--- config.mk ---
export PLATFORM = sky130hd
export DESIGN_NAME = pc_ctrl
export DESIGN_NICKNAME = d
export VERILOG_FILES = /design/src/rtl/pc_ctrl.sv
export SDC_FILE = /design/constraint.sdc
export NUM_CORES = 1
export LEC_CHECK = 0
export CORE_ASPECT_RATIO = 1.1
export CORE_MARGIN = 2
export CORE_UTILIZATION = 46
export CTS_BUF_LIST = sky130_fd_sc_hd__clkbuf_16
export CTS_CLUSTER_SIZE = 14
export DETAILED_ROUTE_END_ITERATION = 10
export GPL_ROUTABILITY_DRIVEN = 0
export PLACE_DENSITY = 0.91
export SLEW_MARGIN = 25
export SYNTH_ARGS = -nofsm -noshare
export SYNTH_HDL_FRONTEND = slang
export SYNTH_SLANG_ARGS = --single-unit
--- constraint.sdc ---
create_clock -name clk -period 5.77 [get_ports clk]
set_input_delay 1.4425 -clock clk [delete_from_list [all_inputs] [get_ports clk]]
set_output_delay 1.4425 -clock clk [all_outputs]
set_load 0.05 [all_outputs]
--- src/rtl/pc_ctrl.sv ---
// Next-PC sequencer for the fetch stage: arbitrates trap/branch/jump redirects,
// parks redirects that arrive during a stall, emits flush pulses, handles halt and captures epc.
module pc_ctrl #(
  parameter logic [31:0] TRAP_VEC     = 32'h0000_0100,
  parameter int          FLUSH_CYCLES = 2
) (
  input  logic        clk,
  input  logic        reset,
  input  logic        stall,
  input  logic        br_taken,
  input  logic [31:0] br_target,
  input  logic        jmp_valid,
  input  logic [31:0] jmp_target,
  input  logic        trap,
  input  logic        halt,
  input  logic        resume,
  input  logic [31:0] pc_q,
  output logic        pc_en,
  output logic        pc_load_en,
  output logic [31:0] pc_d,
  output logic        flush,
  output logic [31:0] epc,
  output logic [1:0]  state
);

  localparam int CW = $clog2(FLUSH_CYCLES + 1);
  localparam logic [CW-1:0] CNT_RELOAD = CW'(FLUSH_CYCLES - 1);

  typedef enum logic [1:0] {
    RUN   = 2'd0,
    FLUSH = 2'd1,
    HALT  = 2'd2,
    PEND  = 2'd3
  } state_t;

  state_t        state_r, state_s;
  logic [CW-1:0] cnt_r, cnt_s;
  logic [31:0]   pend_tgt_r, pend_tgt_s;
  logic          pend_valid_r, pend_valid_s;
  logic [31:0]   epc_r, epc_s;

  logic          redir_s;
  logic [31:0]   redir_tgt_s;
  logic          issue_s;
  logic [31:0]   issue_tgt_s;
  logic          park_s;
  logic [31:0]   park_tgt_s;

  assign redir_s     = trap | br_taken | jmp_valid;
  assign redir_tgt_s = trap ? TRAP_VEC : (br_taken ? br_target : jmp_target);
  assign state       = state_r;
  assign epc         = epc_r;

  // Next-state and Mealy outputs; issue/park requests are resolved after the state case.
  always_comb begin
    state_s      = state_r;
    cnt_s        = cnt_r;
    pend_tgt_s   = pend_tgt_r;
    pend_valid_s = pend_valid_r;
    epc_s        = epc_r;
    pc_en        = 1'b0;
    pc_load_en   = 1'b0;
    pc_d         = 32'd0;
    flush        = 1'b0;
    issue_s      = 1'b0;
    issue_tgt_s  = 32'd0;
    park_s       = 1'b0;
    park_tgt_s   = 32'd0;

    case (state_r)
      RUN: begin
        if (redir_s) begin
          epc_s       = trap ? pc_q : epc_r;
          issue_s     = !stall;
          park_s      = stall;
          issue_tgt_s = redir_tgt_s;
          park_tgt_s  = redir_tgt_s;
        end else if (halt) begin
          state_s = HALT;
        end else begin
          pc_en = !stall;
        end
      end
      PEND: begin
        // A trap replaces whatever redirect is parked; branch/jump are dropped here.
        if (trap) begin
          epc_s      = pc_q;
          pend_tgt_s = TRAP_VEC;
        end else begin
          pend_tgt_s = pend_tgt_r;
        end
        if (!stall) begin
          pend_valid_s = 1'b0;
          issue_s      = pend_valid_r;
          issue_tgt_s  = trap ? TRAP_VEC : pend_tgt_r;
          state_s      = RUN;
        end else begin
          pend_valid_s = pend_valid_r;
        end
      end
      FLUSH: begin
        if (trap) begin
          epc_s       = pc_q;
          issue_s     = !stall;
          park_s      = stall;
          issue_tgt_s = TRAP_VEC;
          park_tgt_s  = TRAP_VEC;
        end else begin
          flush = 1'b1;
          pc_en = !stall;
          cnt_s = cnt_r - {{(CW-1){1'b0}}, 1'b1};
          state_s = (cnt_r <= {{(CW-1){1'b0}}, 1'b1}) ? RUN : FLUSH;
        end
      end
      HALT: begin
        if (trap) begin
          epc_s       = pc_q;
          issue_s     = !stall;
          park_s      = stall;
          issue_tgt_s = TRAP_VEC;
          park_tgt_s  = TRAP_VEC;
        end else if (resume) begin
          state_s = RUN;
        end else begin
          state_s = HALT;
        end
      end
      default: begin
        state_s = RUN;
      end
    endcase

    if (park_s) begin
      pend_tgt_s   = park_tgt_s;
      pend_valid_s = 1'b1;
      cnt_s        = {CW{1'b0}};
      state_s      = PEND;
    end else begin
      pend_valid_s = pend_valid_s;
    end

    if (issue_s) begin
      pc_en      = 1'b1;
      pc_load_en = 1'b1;
      pc_d       = issue_tgt_s;
      flush      = 1'b1;
      if (FLUSH_CYCLES == 1) begin
        state_s = RUN;
        cnt_s   = {CW{1'b0}};
      end else begin
        state_s = FLUSH;
        cnt_s   = CNT_RELOAD;
      end
    end else begin
      pc_d = pc_load_en ? pc_d : 32'd0;
    end

    // Reset gates the pc register controls so nothing loads while it is held.
    if (!reset) begin
      pc_en      = 1'b0;
      pc_load_en = 1'b0;
      pc_d       = 32'd0;
      flush      = 1'b0;
    end else begin
      flush = flush;
    end
  end

  // State, flush counter, parked redirect and epc registers.
  always_ff @(posedge clk) begin
    if (!reset) begin
      state_r      <= RUN;
      cnt_r        <= {CW{1'b0}};
      pend_tgt_r   <= 32'd0;
      pend_valid_r <= 1'b0;
      epc_r        <= 32'd0;
    end else begin
      state_r      <= state_s;
      cnt_r        <= cnt_s;
      pend_tgt_r   <= pend_tgt_s;
      pend_valid_r <= pend_valid_s;
      epc_r        <= epc_s;
    end
  end

endmodule

# Yosys cells after proc, flatten, opt, wreduce, memory -nomap -nowiden
# Index checks and enable logic that the tools add are counted.
# totals
reg_bits,69
wordCells,93
inputBits,104
output_inout_bits,69
# op_classes
reduce_logical,13
muxes,51
n_lt_le_gt_ge,1
bitwise,4
eq_ne,16
addsub,1
# op_table
operator,count
$mux 32,11
$pmux 32 s2,2
$pmux 32 s3,1
$mux 1,25
$ne 4x4->1 const B,5
$ne 3x3->1 const B,5
$mux 2,7
$reduce_and 5->1,2
$mux 9,1
$pmux 2 s4,1
$reduce_and 2->1,3
$reduce_or 3->1,2
$eq 2x2->1 const B,2
$pmux 1 s2,2
$reduce_or 2->1,2
$ne 3x1->1 const B,1
$pmux 1 s3,1
$reduce_bool 3->1,1
$eq 2x1->1 const B,1
$le 2x1->1 const B,1
$logic_not 2->1,1
$ne 2x1->1 const B,1
$ne 2x2->1 const B,1
$not 1->1,2
other kinds (4),5

# Depth between registers and ports, before layout
# Gate-level depths: netlist of run 1.
# logic_depth
word_depth,6
depth_mapped,8
depth_no_buf,6

# Least setup slack after synthesis of run 1
# OpenSTA, ideal clock, no wires.
# synth_timing
kind,input to output
start,input port trap
end,output port pc_d[8]
path_buffers,3
t_arrival_ns,3.062
setup_slack_ns,1.266
t_required_ns,4.328
stages,7
path_cell_list,buf_2 > buf_2 > buf_2 > a21oi_1 > o21ai_0 > nand2_1 > a21oi_1
# synth_between
elab_chain_cells,6
word_cells_on_any_way,13
cone_classes,11 x mux; 2 x bitwise
# synth_lines
item,line_no,rtl
from (decl),14,"input logic trap,"
$or 1x1->1 (2 in series),49,assign redir_s = trap | br_taken | jmp_valid;
$mux 32 or $mux 1 (tied branches),72,if (redir_s) begin
$pmux 32 s3 or $pmux 1 s3 (tied branches),70,case (state_r)
$mux 32 (*),142,if (issue_s) begin
$mux 32 (*),159,if (!reset) begin
to (decl),20,"output logic [31:0] pc_d,"
# Every way passes the cells marked *; elsewhere a longest branch is shown, timed or not.

# Worst setup path after layout of run 1
# layout_timing
start,input port jmp_valid
end,output port pc_d[8]
# layout_between
elab_chain_cells,5
word_cells_on_any_way,7
cone_classes,6 x mux; 1 x bitwise
# layout_lines
item,line_no,rtl
from (decl),12,"input logic jmp_valid,"
$or 1x1->1 (*),49,
$mux 32 or $mux 1 (tied branches),72,
$pmux 32 s3 or $pmux 1 s3 (tied branches),70,
$mux 32 (*),142,
$mux 32 (*),159,
# Marked as above.

==> results of run 1 <==
## layout make-up
| class | count | area share |
|---|---|---|
| Sequential cell | 69 | 0.232 |
| Multi-Input combinational cell | 307 | 0.373 |
| Inverter | 9 | 0.00567 |
| Timing Repair Buffer | 178 | 0.316 |
| Clock inverter | 7 | 0.0126 |
| Clock buffer | 9 | 0.0378 |
| Tap cell | 108 | 0.0227 |
## cells in the final DEF, fill, tap and decap left out, types with 6 or more instances in the layout
cell	count
a21boi_1	29
a21oi_1	6
a22oi_1	31
buf_12	17
buf_4	22
clkbuf_16	9
clkdlybuf4s50_1	136
dfxtp_1	69
ha_1	6
inv_1	8
mux2_2	31
mux2i_1	32
nand2_1	7
nand3_1	62
nor2_1	35
nor2b_1	35
## worst min path at each step
| stage | startpoint | end | cells after the start |
|---|---|---|---|
| after floorplan | pend_valid_r$_SDFFE_PN0P_ | pend_valid_r$_SDFFE_PN0P_ | 2 |
| after global placement | pend_tgt_r[23]$_SDFFE_PN0P_ | pend_tgt_r[23]$_SDFFE_PN0P_ | 2 |
| after detailed placement | pend_tgt_r[30]$_SDFFE_PN0P_ | pend_tgt_r[30]$_SDFFE_PN0P_ | 2 |
| after CTS | pend_tgt_r[30]$_SDFFE_PN0P_ | pend_tgt_r[30]$_SDFFE_PN0P_ | 2 |
| after global routing | pend_tgt_r[30]$_SDFFE_PN0P_ | pend_tgt_r[30]$_SDFFE_PN0P_ | 2 |
| final | pend_tgt_r[19]$_SDFFE_PN0P_ | pend_tgt_r[19]$_SDFFE_PN0P_ | 2 |
## cells by family after synthesis
| family | after synthesis |
|---|---|
| muxes | 63 |
| AOI/OAI and AO/OA | 85 |
| and+or+nand+nor | 152 |
| buffers and inverters | 49 |
| xor gates and xnor gates | 1 |
| DFF | 69 |
| adders and majority gates | 6 |
## metal layers
| layer | vias up | wire length, µm | share of wire | GRT usage |
|---|---|---|---|---|
| met5 | - | 0 | 0 | 0 |
| met1 | 1773 | 4580 | 0.41 | 0.288 |
| met4 | 0 | 124 | 0.011 | 0.0618 |
| li1 | 1807 | - | - | - |
| met3 | 12 | 1150 | 0.10 | 0.0946 |
| met2 | 186 | 5440 | 0.48 | 0.415 |
## power by group through the flow
stage	Combinational [mW]	Sequential [mW]	Clock (mW)
global placement	0.508	0.539	0
finish	0.525	0.532	0.545
floorplan	0.292	0.596	0
global route	0.557	0.536	0.581
CTS	0.524	0.532	0.551
detailed placement	0.520	0.542	0
## registers in the layout (all words and copies together), names as in the netlist
name	count
pend_tgt_r	32
cnt_r	2
pend_valid_r	1
state	2
epc	32
## critical path, stage by stage
cell	delay [ns]
clkdlybuf4s50_1	0.60
o21bai_4	0.11
a221oi_2	0.46
nand2_2	0.52
a21oi_1	0.40
buf_12	0.18
## Yosys cell counts, drive strengths merged (2+ instances only)
cell type,n,area [µm²]
mux2i,32,320
inv,9,33.8
a31oi,2,12.5
nand3,62,310
clkbuf,14,52.6
a21oi,6,30.0
nor2,35,131
nor2b,35,219
a21boi,32,240
nand2b,3,18.8
o21ai,3,15.0
a22oi,31,233
nand2,9,36.3
dfxtp,69,1380
ha,6,75.1
nor3,4,25.0
mux2,31,349
buf,26,173
a221oi,3,50.1
o21a,2,15.0
==> flow_summary_export.csv, run 1 <==
group,metric,value,unit
cells_and_area,synthToLayoutAreaGrowth,54.8,%
timing,unrepaired_setup_endpoints_after_global_routing,"false",
timing,report.final.slew_viol_count,0,
cells_and_area,sequential_cell_area,0.00138,mm²
cells_and_area,drive_above_1_share,0.176,
worst_setup_path,critical_path_peak_fanout,33,
placed_design,portBuffers,172,
cells_and_area,layout.filler_cells,558,
timing,achievable_freq,0.194,GHz
job,maxCapViolCount,0,
yosys,synth_compound_gate_area_share,0.176,
cells_and_area,final_net_count,684,
cts,cts_tree,"built",
cells_and_area,layout_utilization,0.744,
global_route,grt_usage,0.243,
die,dieWidth,91.2,µm
timing,worst_hold_slack_after_final_layout,0.467,ns
yosys,synth_cell_type_count,39,
timing,hold_viol,0,
timing,worst_slew_pin_slew,0.681,ns
cells_and_area,multi_input_area,0.00222,mm²
timing,finalSetupTns,0,ns
pwr,post-layout-total-power,1.60,mW
cells_and_area,final_cell_count_without_fillers,687,
cts,clock_latency,0.32,ns
worst_setup_path,cp.required,4.33,ns
die,die-height,99.9,µm
die,fp.dieArea,0.00911,mm²
cts,cts_hold_buf,0,
timing,final_critical_path_setup_slack,0.608,ns
yosys,synth_top_family_by_area,"simple AND/OR/NAND/NOR gates",
worst_setup_path,reg2reg_slack,3.51,ns
routing,via_count,3778,
min_path,worst_hold_path_type,"reg -> reg",
routing,detailedRoute.firstIterationViolations,200,
cts,clk_path_buf_depth,2,
worst_setup_path,timing.critical_path.from_type,"input port",
yosys,syn-mean-instance-area,9.05,µm²
global_route,largest_net_degree_at_the_start_of_global_routing,63,
die,core.rowCount,34,
global_route,antenna_found_initial,0,
yosys,synthAdderAreaFrac,0.0195,
worst_setup_path,rr_endpoint,"pend_tgt_r[7]$_SDFFE_PN0P_",
cts,clk_pin_slew,0.05,ns
yosys,synth-simple-area-share,0.202,
cells_and_area,insertedDiodeCount,0,
status,run_status,"finished clean",
pwr,power.share.sequential,0.332,
pwr,clockPowerShare,0.340,
worst_setup_path,path_class,"in -> out",
timing,finalSetupViolCount,0,
routing,first_pass_iters,4,
placed_design,dp_cells,671,
yosys,yosys_register_bits,69,
placed_design,place_ws,0.621,ns
cts,postCtsSetupRepairBufs,0,
worst_setup_path,data_arrival_at_the_endpoint_of_the_critical_path,3.72,ns
placed_design,placedInstanceArea,0.00565,mm²
routing,route.detailed.wl_per_inst,16.4,µm
timing,layout_min_cycle_time,5.16,ns
pwr,irDropWorstVdd,216,µV
timing,timing.max_slew.rel_slack,0.545,
cts,h_tree_lvls,3,
yosys,post_synth_mux_area_share,0.174,
cts,root_buffer,"clkbuf_16",
yosys,synth-main-ff-cell,"dfxtp_1",
die,design.portCount,173,
routing,drt-vias-per-instance,5.50,
pwr,switching_power,533,µW
pwr,power.static_leakage,2.24,nW
yosys,mappedNetlistArea,0.00385,mm²
yosys,post_synth_xor_area_fraction,0.00228,
worst_setup_path,timing.critical_path.from,"jmp_valid",
cells_and_area,postLayoutCellArea,0.00595,mm²
yosys,synthArstFlopShare,0,
pwr,internal_power_consumption,1.07,mW
die,initial_core_util,0.481,
yosys,synth_nets,535,
global_route,global_route_wire_length_before_repair,18.1,mm
yosys,synth_enable_flop_cells,0,
routing,postRouteWirelength,11.3,mm
yosys,synthCells,425,
cts,cts_made_buffers,9,
pwr,pd_cells,269,mW/mm²
worst_setup_path,critPathCapture,"pc_d[8]",
global_route,overflow,0,
pwr,combPwrFrac,0.328,
die,core_region_area,0.00800,mm²
cts,numClockSinks,69,
timing,clock_skew,0.00763,ns
placed_design,dp.final_hpwl,7.99,mm
routing,ant_nets,0,
routing,detail_route.drc_violations,0,
yosys,synth.yosys.seq_area_share,0.359,
cts,post_cts_resize_count,0,
worst_setup_path,r2r_cells,7,
worst_setup_path,r2r_start,"state[1]$_SDFFE_PP0P_",
pwr,power.share.switching,0.333,
yosys,synth_warnings,0,
global_route,grt_pass1_vias,3739,
worst_setup_path,cp-end-kind,"output port",
timing,layout_worst_path_cycle_share,0.895,
No activity file was read; power rests on OpenSTA's default activity.
==> run 2, diff against run 1 <==
--- a/config.mk
+++ b/config.mk
@@ -5,14 +5,16 @@
 export SDC_FILE = /design/constraint.sdc
 export NUM_CORES = 1
 export LEC_CHECK = 0
+export ABC_AREA = 1
 export CORE_ASPECT_RATIO = 1.1
 export CORE_MARGIN = 2
-export CORE_UTILIZATION = 46
+export CORE_UTILIZATION = 44
 export CTS_BUF_LIST = sky130_fd_sc_hd__clkbuf_16
 export CTS_CLUSTER_SIZE = 14
 export DETAILED_ROUTE_END_ITERATION = 10
 export GPL_ROUTABILITY_DRIVEN = 0
-export PLACE_DENSITY = 0.91
+export PLACE_DENSITY = 0.9
+export SKIP_CTS_REPAIR_TIMING = 1
 export SLEW_MARGIN = 25
 export SYNTH_ARGS = -nofsm -noshare
 export SYNTH_HDL_FRONTEND = slang
==> run 2 against run 1 <==
Effect of this change: worst hold slack lost 0.0026 ns; final cell count grew 17%; non-clock buffer count rose by 4; global-route usage is 2.7 points higher.
==> flow_summary_export.csv, run 2 <==
group,metric,value,unit
worst_setup_path,data_arrival_at_the_endpoint_of_the_critical_path,3.84,ns
timing,report.final.slew_viol_count,0,
routing,detailedRoute.firstIterationViolations,262,
worst_setup_path,cp-end-kind,"output port",
yosys,synth_cell_type_count,25,
timing,worst_slew_pin_slew,0.865,ns
global_route,antenna_found_initial,0,
routing,ant_nets,0,
yosys,synth_nets,649,
yosys,synth.yosys.seq_area_share,0.383,
yosys,netlist_top_cells_area,"dfxtp_1 38%, a21oi_1 13%, nand2_1 12%",
yosys,synth-main-ff-cell,"dfxtp_1",
placed_design,dp.final_hpwl,8.70,mm
yosys,synthArstFlopShare,0,
timing,finalSetupViolCount,0,
cts,cts_tree,"built",
timing,timing.max_slew.rel_slack,0.422,
pwr,post-layout-total-power,1.52,mW
timing,achievable_freq,0.189,GHz
global_route,global_route_wire_length_before_repair,20.1,mm
worst_setup_path,r2r_start,"state[0]$_SDFFE_PN0P_",
yosys,syn-mean-instance-area,6.68,µm²
timing,layout_worst_path_cycle_share,0.915,
pwr,pd_cells,256,mW/mm²
global_route,largest_net_degree_at_the_start_of_global_routing,67,
yosys,leading_cell_types_by_count_after_synthesis,"117 x nand2_1, 102 x nor2_1, 90 x a21oi_1, 69 x dfxtp_1, 37 x o21ai_0",
worst_setup_path,slowest_delay,0.60,ns
yosys,yosysMostFrequentCell,"nand2_1",
min_path,min-delay-start,"pend_valid_r$_SDFFE_PN0P_",
worst_setup_path,cp.required,4.33,ns
die,dieWidth,90.3,µm
global_route,grt_usage,0.270,
worst_setup_path,reg2reg_slack,3.28,ns
die,initial_core_util,0.455,
placed_design,placedInstanceArea,0.00570,mm²
status,run_status,"finished clean",
routing,postRouteWirelength,12.1,mm
cells_and_area,drive_above_1_share,0.100,
routing,via_count,4280,
cells_and_area,mostFrequentLayoutCells,"137 x clkdlybuf4s50_1, 116 x nand2_1, 102 x nor2_1",
cts,clock_latency,0.32,ns
timing,finalSetupTns,0,ns
yosys,yosys.area.top_type_share,0.383,
pwr,irDropWorstVdd,233,µV
cells_and_area,synthToLayoutAreaGrowth,65.4,%
timing,layout_min_cycle_time,5.28,ns
pwr,power.static_leakage,2.40,nW
cts,root_buffer,"clkbuf_16",
yosys,mappedNetlistArea,0.00360,mm²
cells_and_area,postLayoutCellArea,0.00596,mm²
placed_design,portBuffers,172,
worst_setup_path,path_class,"in -> out",
routing,drt-vias-per-instance,5.32,
cells_and_area,mostFrequentLayoutCell,"clkdlybuf4s50_1",
routing,route.detailed.wl_per_inst,15.0,µm
worst_setup_path,crit_path_cell_trace,"clkdlybuf4s50_1 -> inv_2 -> buf_4 -> nand2_1 -> nand3_1 -> nand2_1 -> nand2_1 -> buf_4 -> o21ai_0 -> buf_12",
yosys,biggest_area_consumer_among_synthesized_cells,"dfxtp_1",
timing,unrepaired_setup_endpoints_after_global_routing,"false",
timing,clock_skew,0.00714,ns
yosys,synth_enable_flop_cells,0,
cells_and_area,insertedDiodeCount,0,
die,design.portCount,173,
yosys,yosys_register_bits,69,
yosys,synthCells,539,
global_route,grt_pass1_vias,4395,
cts,clk_path_buf_depth,2,
die,die-height,98.9,µm
yosys,synth_warnings,0,
global_route,overflow,0,
routing,detail_route.drc_violations,0,
cts,cts_made_buffers,9,
worst_setup_path,timing.critical_path.from,"trap",
worst_setup_path,critical_path_peak_fanout,33,
cts,h_tree_lvls,3,
die,fp.dieArea,0.00893,mm²
timing,hold_viol,0,
worst_setup_path,crit_path_frequent_cell,"nand2_1",
routing,first_pass_iters,4,
cells_and_area,final_net_count,802,
job,maxCapViolCount,0,
cts,clk_pin_slew,0.05,ns
min_path,worst_hold_path_type,"reg -> reg",
die,core_region_area,0.00791,mm²
worst_setup_path,timing.critical_path.from_type,"input port",
worst_setup_path,critical-path-slowest-cell,"clkdlybuf4s50_1",
cts,numClockSinks,69,
die,core.rowCount,34,
run 2: cell families after synthesis:
kind of cell	count (synthesis)	share of synthesized area
and+or+nand+nor	237	0.258
AOI/OAI and AO/OA	168	0.265
DFF	69	0.383
buffers and inverters	58	0.0709
adders and majority gates	6	0.0208
xor gates and xnor gates	1	0.00243
run 2: stage by stage:
stage / hold slack (ns) / setup slack [ns] / cells / util
4_1_cts: 0.467 / 0.526 / 805 / 0.753
2_1_floorplan: 0.444 / 1.23 / 539 / -
5_1_grt: 0.512 / 0.266 / 805 / 0.753
6_report: 0.464 / 0.489 / 805 / 0.753
3_5_place_dp: 0.459 / 0.540 / 789 / 0.721
3_3_place_gp: 0.452 / 0.642 / 789 / 0.721
run 2: report_power, final:
| group | switching, mW | leakage (nW) | internal [mW] |
|---|---|---|---|
| combinational | 0.291 | 1.69 | 0.209 |
| sequential | 0.0302 | 0.571 | 0.529 |
| clock | 0.183 | 0.139 | 0.280 |
| total | 0.504 | 2.40 | 1.02 |
run 2: final cells by class:
type,instances,area (µm²)
repair buffers,182,2150
multi-input cells,412,1970
fillers,550,1950
flip-flops and latches,69,1380
clock buffers,9,225
well taps,108,135
inverters,18,68.8
clock inverters,7,27.5
run 2: metal layers:
layer	part of all wire	GRT usage	wire, µm
met5	0	0	0
met4	0.026	0.118	315
met3	0.094	0.0772	1130
met2	0.50	0.481	6040
met1	0.38	0.300	4570
run 2: worst max-delay path, delay by kind of cell:
| family | cells | cell delay (ns) |
|---|---|---|
| compound gates | 1 | 0.23 |
| simple gates | 4 | 0.53 |
| buf+inv | 5 | 1.62 |
run 2: final timing paths:
check | endpoint | cells after the start
setup / recovery | pc_en | 10
hold / removal | pend_valid_r$_SDFFE_PN0P_ | 2
setup reg to reg | pend_tgt_r[12]$_SDFFE_PN0P_ | 8
hold reg to reg | pend_valid_r$_SDFFE_PN0P_ | 2
==> run 3, diff against run 2 <==
--- a/config.mk
+++ b/config.mk
@@ -15,6 +15,7 @@
 export GPL_ROUTABILITY_DRIVEN = 0
 export PLACE_DENSITY = 0.9
 export SKIP_CTS_REPAIR_TIMING = 1
+export SKIP_LAST_GASP = 1
 export SLEW_MARGIN = 25
 export SYNTH_ARGS = -nofsm -noshare
 export SYNTH_HDL_FRONTEND = slang
==> results of run 3 <==
No change in the layout: final DEF, timing and power equal those of run 2.
